**src/rtl/mem_burst_ctrl.sv**
```systemverilog
// mem_burst_ctrl: burst read/write front end and sole master of a single-port memory with 1-cycle read latency.
// Latency: first memory access the cycle after command accept; read beat reaches o_rsp_* two cycles after its o_mem_rd_en.
// Backpressure: writes stall on i_wd_valid; read issue is credit-limited by the 2-entry response FIFO so no beat is dropped.
module mem_burst_ctrl #(
   parameter int ADDR_W = 16,
   parameter int DATA_W = 32,
   parameter int LEN_W  = 4
) (
   input  logic              i_clk,
   input  logic              i_rst_n,
   input  logic              i_req_valid,
   output logic              o_req_ready,
   input  logic              i_req_write,
   input  logic [ADDR_W-1:0] i_req_addr,
   input  logic [LEN_W-1:0]  i_req_len,
   input  logic              i_wd_valid,
   output logic              o_wd_ready,
   input  logic [DATA_W-1:0] i_wd_data,
   output logic              o_rsp_valid,
   input  logic              i_rsp_ready,
   output logic [DATA_W-1:0] o_rsp_data,
   output logic              o_rsp_last,
   output logic              o_busy,
   output logic [ADDR_W-1:0] o_mem_addr,
   output logic              o_mem_rd_en,
   output logic              o_mem_wr_en,
   output logic [DATA_W-1:0] o_mem_wdata,
   input  logic [DATA_W-1:0] i_mem_rdata
);

   typedef enum logic [1:0] {ST_IDLE, ST_WRITE, ST_READ} state_t;

   state_t            r_state;
   logic [ADDR_W-1:0] r_cur_addr;
   logic [LEN_W-1:0]  r_beats_left;
   logic              r_inflight;
   logic              r_inflight_last;
   logic [DATA_W:0]   r_fifo [2];      // {last, data}
   logic              r_wr_ptr;
   logic              r_rd_ptr;
   logic [1:0]        r_fifo_count;

   logic              w_accept;
   logic              w_wr_beat;
   logic              w_pop;
   logic              w_issue;
   logic              w_final;
   logic [2:0]        w_occupancy;     // FIFO entries plus in-flight read, after this cycle's pop
   logic [DATA_W:0]   w_head;

   // Handshakes, read credit and memory-side drive
   always_comb begin
      w_final     = (r_beats_left == '0);
      w_accept    = (r_state == ST_IDLE) && i_req_valid;
      w_wr_beat   = (r_state == ST_WRITE) && i_wd_valid;
      w_pop       = o_rsp_valid && i_rsp_ready;
      w_occupancy = {1'b0, r_fifo_count} + {2'b00, r_inflight} - {2'b00, w_pop};
      w_issue     = (r_state == ST_READ) && (w_occupancy < 3'd2);
      w_head      = r_fifo[r_rd_ptr];

      o_req_ready = i_rst_n && (r_state == ST_IDLE);
      o_wd_ready  = (r_state == ST_WRITE);
      o_mem_wr_en = w_wr_beat;
      o_mem_rd_en = w_issue;
      o_mem_addr  = (w_wr_beat || w_issue) ? r_cur_addr : '0;
      o_mem_wdata = w_wr_beat ? i_wd_data : '0;
      o_rsp_valid = (r_fifo_count != 2'd0);
      o_rsp_data  = o_rsp_valid ? w_head[DATA_W-1:0] : '0;
      o_rsp_last  = o_rsp_valid && w_head[DATA_W];
      o_busy      = (r_state != ST_IDLE) || (r_fifo_count != 2'd0) || r_inflight;
   end

   // Burst sequencing: address/beat counters, state, in-flight read tracking
   always_ff @(posedge i_clk or negedge i_rst_n) begin
      if (!i_rst_n) begin
         r_state         <= ST_IDLE;
         r_cur_addr      <= '0;
         r_beats_left    <= '0;
         r_inflight      <= 1'b0;
         r_inflight_last <= 1'b0;
      end else begin
         r_inflight <= w_issue;
         case (r_state)
            ST_IDLE: begin
               if (w_accept) begin
                  r_cur_addr   <= i_req_addr;
                  r_beats_left <= i_req_len;
                  r_state      <= i_req_write ? ST_WRITE : ST_READ;
               end
            end
            ST_WRITE: begin
               if (w_wr_beat) begin
                  r_cur_addr   <= r_cur_addr + ADDR_W'(1);
                  r_beats_left <= r_beats_left - LEN_W'(1);
                  if (w_final) r_state <= ST_IDLE;
               end
            end
            ST_READ: begin
               if (w_issue) begin
                  r_cur_addr      <= r_cur_addr + ADDR_W'(1);
                  r_beats_left    <= r_beats_left - LEN_W'(1);
                  r_inflight_last <= w_final;
                  if (w_final) r_state <= ST_IDLE;
               end
            end
            default: r_state <= ST_IDLE;
         endcase
      end
   end

   // Response FIFO: capture memory data one cycle after issue, pop on consumer handshake
   always_ff @(posedge i_clk or negedge i_rst_n) begin
      if (!i_rst_n) begin
         r_fifo[0]    <= '0;
         r_fifo[1]    <= '0;
         r_wr_ptr     <= 1'b0;
         r_rd_ptr     <= 1'b0;
         r_fifo_count <= 2'd0;
      end else begin
         if (r_inflight) begin
            r_fifo[r_wr_ptr] <= {r_inflight_last, i_mem_rdata};
            r_wr_ptr         <= ~r_wr_ptr;
         end
         if (w_pop) r_rd_ptr <= ~r_rd_ptr;
         r_fifo_count <= r_fifo_count + {1'b0, r_inflight} - {1'b0, w_pop};
      end
   end

endmodule

```
**config.mk**
```make
export PLATFORM = sky130hd
export DESIGN_NAME = mem_burst_ctrl
export DESIGN_NICKNAME = d
export VERILOG_FILES = /design/src/rtl/mem_burst_ctrl.sv
export SDC_FILE = /design/constraint.sdc
export NUM_CORES = 1
export LEC_CHECK = 0
export ABC_CLOCK_PERIOD_IN_PS = 4200
export CAP_MARGIN = 20
export CORE_MARGIN = 5
export CORE_UTILIZATION = 30
export CTS_CLUSTER_SIZE = 12
export DETAILED_ROUTE_END_ITERATION = 6
export GPL_TIMING_DRIVEN = 1
export PLACE_DENSITY_LB_ADDON = 0.25
export SYNTH_ARGS = -nofsm -noshare
export SYNTH_HDL_FRONTEND = slang
export SYNTH_SLANG_ARGS = --single-unit
export TNS_END_PERCENT = 30
```
**constraint.sdc**
```tcl
create_clock -name i_clk -period 4.2 [get_ports i_clk]
set_input_delay 0.63 -clock i_clk [delete_from_list [all_inputs] [get_ports i_clk]]
set_output_delay 0.63 -clock i_clk [all_outputs]
set_load 0.05 [all_outputs]
```
======== After elaboration in Yosys (flattened, before gate mapping) ========
Index checks and enable logic that the tools add are counted.
storage, ports and cells
  register bits ........................... 94
  output and inout port bits .............. 87
cells by class
  equal/unequal tests ..................... 5
  reduce and logical (&&, ||, !) cells .... 18
  add/sub/neg operators ................... 6
  muxes and demuxes ....................... 23
  order comparisons ....................... 4
  bitwise gates (word level) .............. 4
operators with widths
  operator                                                                       count
  33-bit 2-to-1 mux                                                              4
  66-bit bitwise mux                                                             1
  16-bit 2-to-1 mux                                                              4
  32-bit 2-to-1 mux                                                              2
  16-bit one-hot mux with 3 select lines                                         1
  33-bit demux with 1-bit select                                                 1
  16-bit by 1-bit adder with 16-bit output (second input constant)               1
  4-bit 2-to-1 mux                                                               3
  4-bit one-hot mux with 3 select lines                                          1
  2-bit 2-to-1 mux                                                               5
  1-bit logical AND                                                              7
  2-bit one-hot mux with 3 select lines                                          1
  2-bit greater-or-equal comparator (second input constant)                      2
  4-bit logical NOT                                                              1
  2-bit inequality test (second input constant)                                  2
  1-bit NOT with 2-bit output                                                    2
  4-bit AND reduction                                                            1
  2-bit nonzero test                                                             2
  4-bit by 1-bit subtractor with 4-bit output (second input constant)            1
  2-bit by 1-bit adder with 3-bit output                                         1
  1-bit logical OR                                                               3
  3-bit by 2-bit less-than comparator with 1-bit output (second input constant)  1
  3-bit AND reduction                                                            1
  3-bit nonzero test                                                             1
  10 further kinds                                                               11

======== Logic depth before layout (Yosys ltp) ========
Gate-level depths: netlist (run 1).
  depth in word-level cells ............... 7
  mapped depth ............................ 13
  gate-level depth less buffers ........... 11

======== Least setup slack after synthesis (run 1) ========
OpenSTA, ideal clock, no wires.
  path type ............................... register to output
  start ................................... reg r_fifo_count[1]
  end ..................................... out o_mem_addr[10]
  arrival time ............................ 3.815 ns
  path buffers ............................ 1
  stages on the path, launching flop included .. 12
  slack ................................... -0.245 ns
  cells stage by stage .................... dfrtp_1 > nor2_1 > nor2b_1 > ha_1 > inv_1 > ha_1 > fa_1 > xnor2_1 > nor3b_2 > nor2_1 > clkbuf_1 > nor2b_1
on the way
  longest elaborated chain between the ends .. 7
  elaborated cells between the ends (all ways) .. 8
ends and longest elaborated chain
  element                                                RTL line  source
  start: declaration                                     41        logic [1:0] r_fifo_count;
  start signal: assignment                               125       r_fifo_count <= r_fifo_count + {1'b0, r_inflight} - {1'b0, w_pop};
  2-bit nonzero test                                     67        o_rsp_valid = (r_fifo_count != 2'd0);
  1-bit logical AND                                      56        w_pop = o_rsp_valid && i_rsp_ready;
  via w_pop                                              45        logic w_pop;
  3-bit by 1-bit subtractor with 3-bit output            57        w_occupancy = {1'b0, r_fifo_count} + {2'b00, r_inflight} - {2'b00, w_pop};
  3-bit by 2-bit less-than comparator with 1-bit output  58        w_issue = (r_state == ST_READ) && (w_occupancy < 3'd2);
  1-bit logical AND                                      58
  via o_mem_rd_en                                        25        output logic o_mem_rd_en,
  1-bit logical OR                                       65        o_mem_addr = (w_wr_beat || w_issue) ? r_cur_addr : '0;
  16-bit 2-to-1 mux                                      65
  end: declaration                                       24        output logic [ADDR_W-1:0] o_mem_addr,
The timed path passes the listed nets, and every way through them passes these cells.

======== Worst setup path after layout (run 1) ========
  start ................................... in i_rsp_ready
  end ..................................... out o_mem_addr[11]
on the way
  longest elaborated chain between the ends .. 6
ends and longest elaborated chain
  element                                                RTL line  source
  start: declaration                                     20        input logic i_rsp_ready,
  1-bit logical AND                                      56
  via w_pop                                              45
  3-bit by 1-bit subtractor with 3-bit output            57
  3-bit by 2-bit less-than comparator with 1-bit output  58
  1-bit logical AND                                      58
  1-bit logical OR                                       65
  16-bit 2-to-1 mux                                      65
The timed path passes the listed nets, and every way through them passes these cells.

==> metrics.md, run 1 <==
| Metric | Value |
|---|---|
| EDFF count, synth | `0` |
| Synth cell types | `40` |
| ANT nets after route | `0` |
| Critical Path AT | `3.17 ns` |
| Post-synth top area share | `46.6%` |
| Clock buffer count from CTS | `9` |
| CTS tree | `done` |
| Post-synthesis cell area | `0.00505 mm^2` |
| Unrepaired setup endpoints after global routing | `no` |
| Slew @ Worst Pin | `1.04 ns` |
| Hold Buf Count CTS | `0` |
| GRT Util Overall | `13.9%` |
| Synth area leaders | `dfrtp_1 47%, mux2_2 14%, mux2i_1 7.9%, and3_1 4.6%, nor2_1 3.1%` |
| Effective utilization at floorplan | `30.6%` |
| Net Switching | `3070 uW` |
| Non-Filler Instances | `847` |
| # IOs | `177` |
| Final Cycle Share | `90.5%` |
| Clock network power share | `13.5%` |
| Clk Latency, worst-skew pair | `0.34 ns` |
| CTS sink count | `94` |
| WL final | `13600 um` |
| Area leader, netlist | `dfrtp_1` |
| Final Hold Slack | `0.277 ns` |
| DR WL/cell | `16.0 um` |
| Relative slew slack | `30.4%` |
| FF+latch count, synth | `94` |
| Sequential share of power | `26.5%` |
| Die width | `140 um` |
| Cells after Synth | `459` |
| Placed Instances | `831` |
| HPWL Detailed | `9740 um` |
| Final hold vios | `0` |
| Initial antenna violation count | `0` |
| Crit path kind | `in -> out` |
| Fin crit period | `3.80 ns` |
| Ys async rst share | `100%` |
| Via density | `4.78` |
| Buffers added on ports | `176` |
| Total grt overflow | `0` |
| WP data required | `3.57 ns` |
| DRC viols | `0` |
| Maximum clock path buffer count | `2` |
| Largest net degree at the start of global routing | `54` |
| # setup viols final | `0` |
| Multi-input logic area | `0.00250 mm^2` |
| CTS clk-pin slew, worst paths | `0.07 ns` |
| Die Span Y | `140 um` |
| Max_cap viols | `0` |
| VDD IR-drop max | `0.413 mV` |
| Routability congestion estimate from global placement | `0.792` |
| Lkg Pwr | `0.00322 uW` |
| Global-route wire length before repair | `22200 um` |
| CTS H-Tree Depth | `3` |
| P_int | `3440 uW` |
| Reg area | `0.00235 mm^2` |
| Combinational cell fraction of total power | `60.0%` |
| Clk_skew | `0.00809 ns` |
| Setup_tns | `0 ns` |
| Power Dens Cells | `894 mW/mm^2` |
| DRT iter0 DRCs | `170` |
| Slew Limit Fails | `0` |
| Via count | `4049` |
| Crit path launch type | `input port` |
| Placed instance area | `0.00695 mm^2` |
| FMAX | `263 MHz` |
| CP Capture Type | `primary output` |
| Filler Cells Inserted | `1568` |
| Die area | `0.0195 mm^2` |
| CP Max Fanout | `16` |
| Pre-Repair DR Iteration Count | `4` |
| CTS Root Cell | `clkbuf_16` |
| Core Footprint | `0.0165 mm^2` |
| Layout cells sized above 1 | `19.9%` |
| Status | `finished, final reports clean` |
| Warnings, synthesis | `0` |
| Sw Share | `47.1%` |
| Final core utilization | `44.1%` |
| Design Area, Final | `0.00728 mm^2` |
| Sequential fraction of the synthesis area | `46.6%` |
| Synthesis-to-layout area growth | `44.2%` |
| Vias in the first global route | `4228` |
| Row cnt | `47` |
| Synth Area per Inst | `11.0 um^2` |
| Diode count | `0` |
| Syn nets | `557` |
| HP Class | `in -> async` |
| Nets | `720` |
| Main flop type after synthesis | `dfrtp_1` |
-- per-layer routing --
| metal | part of all wire (%) | GRT usage [%] |
|---|---|---|
| met1 | 44 | 17.2 |
| met2 | 49 | 23.7 |
| met3 | 5.2 | 3.46 |
| met4 | 1.5 | 4.54 |
| met5 | 0 | 0 |
-- state kept, by name, summed over array words and instances (netlist names) --
signal / flops
r_fifo_count: 2
r_beats_left: 4
r_wr_ptr: 1
r_state: 2
r_rd_ptr: 1
r_inflight_last: 1
r_inflight: 1
r_fifo: 66
r_cur_addr: 16
-- layout make-up --
type | count | share of cell area, %
Multi-Input combinational cell | 322 | 34.3
Sequential cell | 94 | 32.3
Timing Repair Buffer | 185 | 24.7
Tap cell | 220 | 3.78
Clock buffer | 9 | 3.09
Clock inverter | 7 | 1.31
Inverter | 10 | 0.516
-- stage by stage --
stage	power [uW]	setup WS [ns]
finish	6510	0.398
global placement	5590	0.0171
CTS	6600	0.145
global route	6930	0.224
floorplan	4570	-0.245
detailed placement	5690	-0.148
-- logic make-up after synthesis --
family | synth area share, %
fa+ha+maj | 2.13
flops | 46.6
compound gates | 6.22
mux | 22.4
xor+xnor | 0.520
simple gates | 17.8
buf+inv | 4.31
-- path summary, 6_finish.rpt --
check                                     start             end  slack [ns]  depth (start not counted)
max in group asynchronous               i_rst_n      r_fifo[44]        2.83                          2
worst max register to register  r_fifo_count[1]  r_cur_addr[12]        1.22                         11
worst min-delay path                    i_rst_n      r_fifo[39]        0.28                          1
min in group i_clk                   r_fifo[32]      r_fifo[32]        0.49                          2
worst max-delay path                i_rsp_ready  o_mem_addr[11]        0.40                         11
worst min register to register       r_fifo[32]      r_fifo[32]        0.49                          2
-- critical path, cell delays in order --
cell	delay, ns
clkdlybuf4s50_1	0.41
nor2b_1	0.15
ha_1	0.27
inv_1	0.04
ha_1	0.18
fa_1	0.39
xnor2_1	0.23
nor3b_2	0.11
nor2_4	0.33
and2b_1	0.24
buf_4	0.19
-- layout by cell type (no fill, tap or decap), drive strengths merged --
cell,instances
a21o,3
a21oi,12
a31oi,2
a41o,1
and2,4
and2b,4
and3,37
and4,9
buf,27
bufinv,2
clkbuf,9
clkdlybuf4s50,158
clkinv,2
clkinvlp,1
dfrtp,94
fa,1
ha,7
inv,12
mux2,65
mux2i,40
nand2,13
nand2b,7
nand3,3
nand3b,2
nand4,9
nor2,42
nor2b,16
nor3,7
nor3b,1
nor4,1
o211ai,2
o21ai,15
o22ai,15
or2b,1
xnor2,1
xor2,2
-- repair_timing --
action,in CTS,in global routing
setup buffers,0,0
endpoints found under the setup margin,16,1
resized for setup,1,1
-- Yosys cell counts, types with 2 or more instances --
| library cell | count |
|---|---|
| xor2_1 | 2 |
| o211ai_1 | 2 |
| buf_4 | 2 |
| mux2i_1 | 40 |
| nor2_1 | 42 |
| o22ai_1 | 11 |
| and2b_1 | 4 |
| nand3_1 | 3 |
| a31oi_1 | 2 |
| nand2b_1 | 7 |
| nand2_1 | 13 |
| clkbuf_1 | 19 |
| and2_1 | 3 |
| nor3_2 | 5 |
| and4_1 | 9 |
| a21o_1 | 3 |
| o21ai_1 | 2 |
| o22ai_2 | 4 |
| nor2b_1 | 15 |
| dfrtp_1 | 94 |
| mux2_2 | 65 |
| nor3_1 | 2 |
| a21oi_1 | 12 |
| buf_6 | 3 |
| o21ai_0 | 13 |
| inv_1 | 10 |
| nand4_1 | 9 |
| nand3b_1 | 2 |
| buf_2 | 8 |
| ha_1 | 7 |
| and3_1 | 37 |
-- power by group through the flow --
stage                     combinational [uW]  sequential, uW  clock [uW]
final                                   3900            1730         880
after global routing                    4190            1790         949
after CTS                               3950            1730         912
after detailed placement                3940            1750           0
after global placement                  3870            1720           0
after floorplan                         2980            1590           0
(Power assumes the default switching activity.)
==> run 2: changes to the inputs <==
--- a/config.mk
+++ b/config.mk
@@ -5,14 +5,16 @@
 export SDC_FILE = /design/constraint.sdc
 export NUM_CORES = 1
 export LEC_CHECK = 0
-export ABC_CLOCK_PERIOD_IN_PS = 4200
+export ABC_CLOCK_PERIOD_IN_PS = 3890
 export CAP_MARGIN = 20
+export CORE_ASPECT_RATIO = 0.8
 export CORE_MARGIN = 5
 export CORE_UTILIZATION = 30
 export CTS_CLUSTER_SIZE = 12
 export DETAILED_ROUTE_END_ITERATION = 6
 export GPL_TIMING_DRIVEN = 1
 export PLACE_DENSITY_LB_ADDON = 0.25
+export REMOVE_ABC_BUFFERS = 1
 export SYNTH_ARGS = -nofsm -noshare
 export SYNTH_HDL_FRONTEND = slang
 export SYNTH_SLANG_ARGS = --single-unit
==> constraint.sdc (replaced) <==
create_clock -name i_clk -period 3.89 [get_ports i_clk]
set_input_delay 0.5835 -clock i_clk [delete_from_list [all_inputs] [get_ports i_clk]]
set_output_delay 0.5835 -clock i_clk [all_outputs]
set_load 0.05 [all_outputs]
==> run 2 against run 1 <==
Against the previous run:
- worst setup slack got worse by 0.21 ns
- final area is 0.21% higher
- combinational power up 10%
- non-clock buffer count grew 2
- critical path depth unchanged
- utilization about the same
- hold slack better by 0.037 ns
- register-to-register slack lost 0.11 ns
- routed wire length is 1.6% higher
- first-iteration DRC count is 2.4% higher
- via count up 1.9%
==> metrics.md, run 2 (synthesis results as in run 1) <==
| Metric | Value |
|---|---|
| Status | `finished, final reports clean` |
| Total power | `7080 uW (+8.8%)` |
| Worst R2R End | `r_cur_addr[12]` |
| R2r worst-path depth | `11 (unchanged)` |
| Most flop-heavy register | `r_fifo` |
| R2R Setup Slk | `1.11 ns (-0.11 ns)` |
| Die area | `0.0195 mm^2 (about the same)` |
| Placed Instances | `833 (+0.24%)` |
| ANT nets after route | `0 (unchanged)` |
| Largest register FFs | `66 (unchanged)` |
| CP Capture Type | `primary output` |
| Die Span Y | `126 um (-9.8%)` |
| Filler Cells Inserted | `1604 (+2.3%)` |
| CTS tree | `done` |
| Non-Filler Instances | `848 (+0.12%)` |
| Fin crit period | `3.70 ns` |
| DRT iter0 DRCs | `174 (+2.4%)` |
| GRT Util Overall | `13.7% (-0.22 points)` |
| Global-route wire length before repair | `22000 um (-0.78%)` |
| Setup WS pre-CTS | `-0.374 ns (-0.226 ns)` |
| Final hold vios | `0 (unchanged)` |
| Nets | `722 (+0.28%)` |
| Final Cycle Share | `95.2%` |
| Slew @ Worst Pin | `1.06 ns (+0.0236 ns)` |
| # setup viols final | `0 (unchanged)` |
| Power Dens Cells | `971 mW/mm^2 (+8.6%)` |
| Layout cells sized above 1 | `20.1% (+0.13 points)` |
| Diode count | `0 (unchanged)` |
| Max_cap viols | `0 (unchanged)` |
| Clk_skew | `0.00501 ns (-0.00309 ns)` |
| RR Startpoint | `r_fifo_count[1]` |
| CTS Root Cell | `clkbuf_16` |
| DR WL/cell | `16.2 um (+1.5%)` |
| Effective utilization at floorplan | `30.5% (-0.053 points)` |
| Via density | `4.87 (+1.8%)` |
| HP Class | `in -> async` |
| Global routing usage on met3 | `2.47% (-1.0 points)` |
| Post-route worst setup slack | `0.186 ns (-0.213 ns)` |
| Total grt overflow | `0 (unchanged)` |
| Vias in the first global route | `4343 (+2.7%)` |
| Buffers added on ports | `176 (unchanged)` |
| CP Max Fanout | `16 (unchanged)` |
| DRC viols | `0 (unchanged)` |
| Clk Latency, worst-skew pair | `0.33 ns (about the same)` |
| Die width | `155 um (+11%)` |
| Most crowded layer after global routing | `met2` |
| Routability congestion estimate from global placement | `0.791 (about the same)` |
| Met1 usage in global routing | `17.3% (+0.089 points)` |
| CTS clk-pin slew, worst paths | `0.06 ns (about the same)` |
| Most frequent cells in the layout | `158 x clkdlybuf4s50_1, 93 x dfrtp_1, 65 x mux2_2` |
| Met2 Usage GRT | `24.2% (+0.50 points)` |
| WL final | `13800 um (+1.6%)` |
| Via count | `4127 (+1.9%)` |
| Row cnt | `42 (-11%)` |
| Critical Path AT | `3.12 ns (-0.05 ns)` |
| Largest net degree at the start of global routing | `58 (+7.4%)` |
| FMAX | `270 MHz` |
| CTS sink count | `94 (unchanged)` |
| # IOs | `177 (unchanged)` |
| Crit path kind | `in -> out` |
| Initial antenna violation count | `0 (unchanged)` |
| Pre-Repair DR Iteration Count | `4 (unchanged)` |
| Commonest non-fill, non-tap cell in the layout | `clkdlybuf4s50_1` |
| Core Footprint | `0.0166 mm^2 (+0.17%)` |
| Relative slew slack | `28.9% (-1.6 points)` |
| Crit path launch type | `input port` |
| Unrepaired setup endpoints after global routing | `no` |
| Synthesis-to-layout area growth | `44.5%` |
| Lkg Pwr | `0.00322 uW (+0.11%)` |
| Worst Setup SP | `i_rsp_ready` |
| Clock buffer count from CTS | `9 (unchanged)` |
| Maximum clock path buffer count | `2 (unchanged)` |
| Slew Limit Fails | `0 (unchanged)` |
| VDD IR-drop max | `0.591 mV (+43%)` |
| Top Registers | `r_fifo (66), r_cur_addr (16), r_beats_left (4)` |
| CTS H-Tree Depth | `3 (unchanged)` |
| Final core utilization | `44.1% (about the same)` |
| WP data required | `3.31 ns (-0.26 ns)` |
| HPWL Detailed | `9860 um (+1.2%)` |
-- run 2: worst max-delay path by stage --
| stage | end |
|---|---|
| final | o_mem_addr[2] |
| after global routing | o_mem_addr[8] |
| after CTS | o_mem_addr[8] |
| after detailed placement | o_mem_addr[8] |
| after global placement | o_mem_addr[11] |
| after floorplan | o_mem_addr[0] |
-- run 2: cell type report --
class                   count  area, um^2  area share [%]
clock buffers               9         225            3.09
clock inverters             6        95.1            1.30
inverters                  10        37.5           0.514
multi-input cells         322        2500            34.2
flip-flops and latches     94        2350            32.3
well taps                 220         275            3.77
repair buffers            187        1810            24.8
-- run 2: through the flow --
step	hold WS, ns	area (um^2)	setup TNS [ns]
2_1_floorplan	0.288	4870	-24.26
3_5_place_dp	0.491	6970	-4.66
4_1_cts	0.320	7300	0
3_3_place_gp	0.468	6970	-3.29
6_report	0.314	7300	0
5_1_grt	0.353	7300	0
-- run 2: routing by layer --
metal / wire length, um / up-vias
met2: 6900 / 91
met1: 6140 / 2071
met4: 151 / 0
met3: 576 / 10
met5: 0 / -
li1: - / 1955
-- run 2: worst max-delay path, stage by stage --
cell	delay, ns
clkdlybuf4s50_1	0.41
nor2b_1	0.15
ha_1	0.27
inv_1	0.04
ha_1	0.18
fa_1	0.38
xnor2_1	0.25
nor3b_2	0.11
nor2_4	0.33
and2b_1	0.23
buf_4	0.18
-- run 2: report_power, final --
group	internal, uW	leakage (uW)	switching, uW
Combinational	1680	0.00194	2620
Sequential	1480	0.00113	348
Clock	567	0.000150	388
Total	3730	0.00322	3360
-- run 2: what timing repair did --
| item | CTS | global route |
|---|---|---|
| endpoints found under the setup margin | 16 | 0 |
| hold buffers | 0 | 0 |
| resized for setup | 2 | 0 |
| setup buffers | 0 | 0 |
| endpoints found under the hold margin | 0 | 0 |
==> run 3: changes to the inputs <==
--- a/config.mk
+++ b/config.mk
@@ -13,7 +13,6 @@
 export CTS_CLUSTER_SIZE = 12
 export DETAILED_ROUTE_END_ITERATION = 6
 export GPL_TIMING_DRIVEN = 1
-export PLACE_DENSITY_LB_ADDON = 0.25
 export REMOVE_ABC_BUFFERS = 1
 export SYNTH_ARGS = -nofsm -noshare
 export SYNTH_HDL_FRONTEND = slang
==> run 3 against run 2 <==
Against the previous run:
- hold slack improved by 0.062 ns
- global-route usage grew 0.59 points
- total power is 0.77% lower
- fmax down 0.86%
- first-iteration DRC count fell by 24%
- critical endpoint is now o_mem_addr[8]
- largest cell class unchanged
==> metrics.md, run 3 (synthesis results as in run 1) <==
| Metric | Value |
|---|---|
| Status | `finished, final reports clean` |
| Crit path kind | `in -> out` |
| DR WL/cell | `16.3 um (+0.26%)` |
| Setup WS pre-CTS | `-0.407 ns (-0.0335 ns)` |
| Fin crit period | `3.74 ns (+0.0322 ns)` |
| ANT nets after route | `0 (unchanged)` |
| Final core utilization | `44.2% (+0.098 points)` |
| Clk_skew | `0.00509 ns (+0.0000806 ns)` |
| CTS sink count | `94 (unchanged)` |
| Synthesis-to-layout area growth | `44.8%` |
| CP Max Fanout | `16 (unchanged)` |
| Buffers added on ports | `176 (unchanged)` |
| WL final | `13900 um (+0.61%)` |
| Maximum clock path buffer count | `2 (unchanged)` |
| # setup viols final | `0 (unchanged)` |
| Met2 routed WL | `6640 um (-3.7%)` |
| Max_cap viols | `0 (unchanged)` |
| CTS Root Cell | `clkbuf_16` |
| Commonest non-fill, non-tap cell in the layout | `clkdlybuf4s50_1` |
| Power Dens Cells | `961 mW/mm^2 (-0.99%)` |
| Max Used Layer | `met4` |
| Slew @ Worst Pin | `0.884 ns (-0.181 ns)` |
| Lkg Pwr | `0.00323 uW (+0.14%)` |
| Final hold vios | `0 (unchanged)` |
| Via density | `4.85 (-0.28%)` |
| Clk Latency, worst-skew pair | `0.34 ns (about the same)` |
| Crit path launch type | `input port` |
| Clock buffer count from CTS | `9 (unchanged)` |
| CTS H-Tree Depth | `3 (unchanged)` |
| Effective utilization at floorplan | `30.5% (unchanged)` |
| Top Registers | `r_fifo (66), r_cur_addr (16), r_beats_left (4)` |
| Diode count | `0 (unchanged)` |
| Post-route worst setup slack | `0.154 ns (-0.0322 ns)` |
| VDD IR-drop max | `0.519 mV (-12%)` |
| Unrepaired setup endpoints after global routing | `no` |
| Die Span Y | `126 um (unchanged)` |
| Die area | `0.0195 mm^2 (unchanged)` |
| Initial antenna violation count | `0 (unchanged)` |
| Routability congestion estimate from global placement | `0.851 (+7.7%)` |
| FMAX | `268 MHz (-0.86%)` |
| R2r worst-path depth | `13 (+2)` |
| Final Cycle Share | `96.1% (+0.83 points)` |
| Worst R2R End | `r_cur_addr[14]` |
| Die width | `155 um (unchanged)` |
| Setup_tns | `0 ns (unchanged)` |
| Most flop-heavy register | `r_fifo` |
| Vias in the first global route | `4406 (+1.5%)` |
| DRT iter0 DRCs | `133 (-24%)` |
| Slew Limit Fails | `0 (unchanged)` |
| CTS clk-pin slew, worst paths | `0.07 ns (about the same)` |
| Total grt overflow | `0 (unchanged)` |
| Critical Path AT | `3.15 ns (+0.03 ns)` |
| Filler Cells Inserted | `1538 (-4.1%)` |
| R2R Setup Slk | `0.98 ns (-0.13 ns)` |
| # IOs | `177 (unchanged)` |
| Final Hold Slack | `0.376 ns (+0.0616 ns)` |
| Nets | `724 (+0.28%)` |
| Layout cells sized above 1 | `20.3% (+0.22 points)` |
| WP data required | `3.31 ns (about the same)` |
| CTS tree | `done` |
| Largest register FFs | `66 (unchanged)` |
| DRC viols | `0 (unchanged)` |
| Core Footprint | `0.0166 mm^2 (unchanged)` |
| Via count | `4130 (+0.073%)` |
| Postcts setup bufs | `0 (unchanged)` |
| Detail Route met3 WL | `749 um (+30%)` |
| Total power | `7030 uW (-0.77%)` |
| Met1 wire length | `6190 um (+0.78%)` |
| Most frequent cells in the layout | `158 x clkdlybuf4s50_1, 93 x dfrtp_1, 65 x mux2_2` |
| HP Class | `in -> async` |
| HPWL Detailed | `10000 um (+1.8%)` |
| Global-route wire length before repair | `22600 um (+2.7%)` |
| RR Startpoint | `r_fifo_count[1]` |
| GRT Util Overall | `14.3% (+0.59 points)` |
| Row cnt | `42 (unchanged)` |
| Relative slew slack | `41.1% (+12 points)` |
| Pre-Repair DR Iteration Count | `4 (unchanged)` |
| CP Capture Type | `primary output` |
| Largest net degree at the start of global routing | `57 (-1.7%)` |
run 3: changes by cell type in the layout (fill, tap and decap cells not counted):
cell	delta
bufinv_16	-2
buf_12	+1
buf_16	+1
clkbuf_1	+1
clkinv_4	+1
inv_8	+1
nor2_2	-1
nor2_4	+1
run 3: what timing repair did:
item | 4_1_cts | 5_1_grt
hold buffers | 0 | 0
endpoints found under the setup margin | 16 | 0
resized for setup | 2 | 0
run 3: cell type report:
cell class	count	area [um^2]	area share, %
multi-input cells	322	2500	34.2
flip-flops and latches	94	2350	32.2
repair buffers	189	1860	25.4
well taps	220	275	3.76
clock buffers	10	229	3.13
clock inverters	6	55.1	0.753
inverters	10	37.5	0.513
run 3: how the worst max path moves through the flow:
stage	start	to	slack (ns)	depth (start not counted)
2_1_floorplan	r_fifo_count[1]	o_mem_addr[0]	-1.42	10
3_3_place_gp	i_rsp_ready	o_mem_addr[11]	-0.32	11
3_5_place_dp	i_rsp_ready	o_mem_addr[8]	-0.41	11
4_1_cts	i_rsp_ready	o_mem_addr[8]	0.12	11
5_1_grt	i_rsp_ready	o_mem_addr[15]	0.0007	11
6_report	i_rsp_ready	o_mem_addr[8]	0.15	11
run 3: through the flow:
stage / std cells / area [um^2]
finish: 851 / 7310
global route: 851 / 7310
CTS: 850 / 7280
detailed placement: 834 / 6990
global placement: 834 / 6990
floorplan: 426 / 4870
run 3: worst max-delay path, cell delays in order:
cell	delay (ns)
clkdlybuf4s50_1	0.42
nor2b_1	0.16
ha_1	0.27
inv_1	0.04
ha_1	0.18
fa_1	0.38
xnor2_1	0.26
nor3b_2	0.11
nor2_4	0.33
and2b_1	0.23
buf_4	0.18
run 3: power breakdown:
part,internal [uW],switching (uW)
clock network,446,401
registers,1480,393
logic,1720,2590
total,3650,3380
run 3: routing by layer:
| layer | global-route usage, % | up-vias |
|---|---|---|
| met5 | 0 | - |
| met3 | 3.16 | 19 |
| met1 | 18.5 | 2028 |
| li1 | - | 1965 |
| met2 | 23.6 | 118 |
| met4 | 4.72 | 0 |
==> RTL edit: new RTL, flow settings as in run 1 <==
Change the parameter `ADDR_W` from 16 to 15.
--- a/src/rtl/mem_burst_ctrl.sv
+++ b/src/rtl/mem_burst_ctrl.sv
@@ -2,7 +2,7 @@
 // Latency: first memory access the cycle after command accept; read beat reaches o_rsp_* two cycles after its o_mem_rd_en.
 // Backpressure: writes stall on i_wd_valid; read issue is credit-limited by the 2-entry response FIFO so no beat is dropped.
 module mem_burst_ctrl #(
-   parameter int ADDR_W = 16,
+   parameter int ADDR_W = 15,
    parameter int DATA_W = 32,
    parameter int LEN_W  = 4
 ) (
Interface: changed (resized i_req_addr and o_mem_addr); port bits go from 177 to 175. The function was not compared with the original's and may differ.
==> RTL edit against run 1 <==
Worst setup slack worse by 0.050 ns; final area is 0.74% higher; utilization is 0.17 points higher; power is 2.2% higher; first-iteration DRC count is 24% lower; count of clock-buffer cells in the layout is 1 higher; sequential share of layout area is 0.58 points lower; area after synthesis is 0.42% higher; sequential cell count is 1 lower; cell count is 0.59% higher; synthesized cell count is 1.5% higher; wire length is 1.4% higher; critical endpoint is now o_mem_addr[1]; highest routed layer unchanged.
==> RTL edit: results (changes against run 1) <==
Cells and area
  • Final cell count without fillers: 852 (+0.59%)
  • Biggest regs: r_fifo x66, r_cur_addr x15, r_beats_left x4
  • Fill count: 1,573 (+0.32%)
  • Fraction of layout cells with a size suffix above 1: 22.78% (+2.8 points)
  • Post-layout nets: 724 (+0.56%)
  • # diodes: 0 (unchanged)

Setup path
  • Reg-to-reg slack, setup: 0.93 ns (-0.29 ns)
  • Worst-path maximum fanout: 15 (-1)
  • Crit path from: i_rsp_ready
  • Worst flop-to-flop path endpoint: r_cur_addr[3]
  • Reg2Reg Depth: 13 (+2)
  • Worst Path Arrival: 3.22 ns (+0.05 ns)
  • Worst Setup EP: o_mem_addr[1]
  • Cell family with most CP delay: buffers and inverters

Detailed routing
  • Mean routed wirelength per cell: 16.14 microns (+0.82%)
  • Number of DRC markers in iteration 0: 130 (-24%)
  • Number of vias per cell: 4.745 (-0.73%)

Yosys
  • Gate Count Post-Synth: 466 (+1.5%)
  • Synth Area in Compound Gates: 6.588% (+0.37 points)
  • Seq/Total Area, Yosys: 45.89% (-0.69 points)
  • Post-Synth Adder-Cell Area: 2.122% (-0.0089 points)
  • Net Count, Synth: 563 (+1.1%)
  • Largest cells by area after synthesis: dfrtp_1 (46%), mux2_2 (14%), mux2i_1 (7.5%)
  • Mux cell area share after synthesis: 22.23% (-0.19 points)
  • Synth Area in XOR/XNOR: 0.6662% (+0.15 points)
  • Synth cell count leaders: dfrtp_1 (93), mux2_2 (65), nor2_1 (45), mux2i_1 (38), and3_1 (35)
  • Count of cell types in the netlist: 44 (+10%)

Timing
  • Hold WS: 0.4059 ns (+0.1291 ns)
  • Worst-Margin Slew: 1.073 ns (+0.03199 ns)
  • Clock Skew: 0.004704 ns (-0.003388 ns)

Placed design
  • Dpl hpwl: 9905 microns (+1.7%)
  • Dpl ws: 0.3084 ns (+0.4562 ns)
  • Post-Place Cells: 836 (+0.60%)
  • Post-placement cell area: 0.007019 sq mm (+0.95%)
  • Placer congestion estimate: 0.8059 (+1.8%)

Global route
  • GR Util met1: 17.66% (+0.41 points)
  • Vias in the first global route: 4,340 (+2.6%)
  • First-pass GRT wire length: 22,470 microns (+1.1%)
  • Routing usage on met3: 3.238% (-0.23 points)
  • Met2 Usage GRT: 24.23% (+0.51 points)
  • Largest net degree at the start of global routing: 51 (-5.6%)
  • Total GRT Usage: 14.09% (+0.19 points)

Power
  • P_sw: 3.188 mW (+4.0%)
  • Switching share of power: 47.93% (+0.80 points)
  • Logic power comb: 4.10 mW (+5.1%)
  • Clock group: 0.855 mW (-2.8%)
  • Leakage: 3.202 nW (-0.58%)
  • Maximum vdd drop: 403.3 uV (-2.4%)

Run status
  • Status: completed

Hold path
  • Worst min-delay path category: primary input to asynchronous set/reset pin

Clocking
  • Post-CTS Resized: 0 (-1)
## RTL edit: changes by cell type in the layout (fill, tap and decap cells not counted), moves of 5 or more
cell | before | now
a211oi_2 | 0 | 8
a21oi_1 | 12 | 3
nand4_1 | 9 | 4
nor2b_1 | 14 | 5
nor3_1 | 2 | 17
o21ai_0 | 13 | 7
o21ai_1 | 2 | 7
o22ai_1 | 11 | 5
## RTL edit: layer usage
metal  part of all wire, %  wire length [microns]  up-vias
li1                      -                      -     1969
met1                    44                   6025     1962
met2                    50                   6915       94
met3                   4.2                    574       18
met4                   1.7                    235        0
met5                     0                      0        -
## RTL edit: area by class of cell
| cell class | count | area, sq um | share of cell area (%) |
|---|---|---|---|
| clock buffer | 10 | 239.0 | 3.258 |
| timing repair buffer | 183 | 1779 | 24.26 |
| inverter | 14 | 52.55 | 0.7165 |
| clock inverter | 6 | 76.32 | 1.041 |
| tap | 220 | 275.3 | 3.753 |
| sequential | 93 | 2328 | 31.75 |
| multi-input combinational | 326 | 2584 | 35.23 |
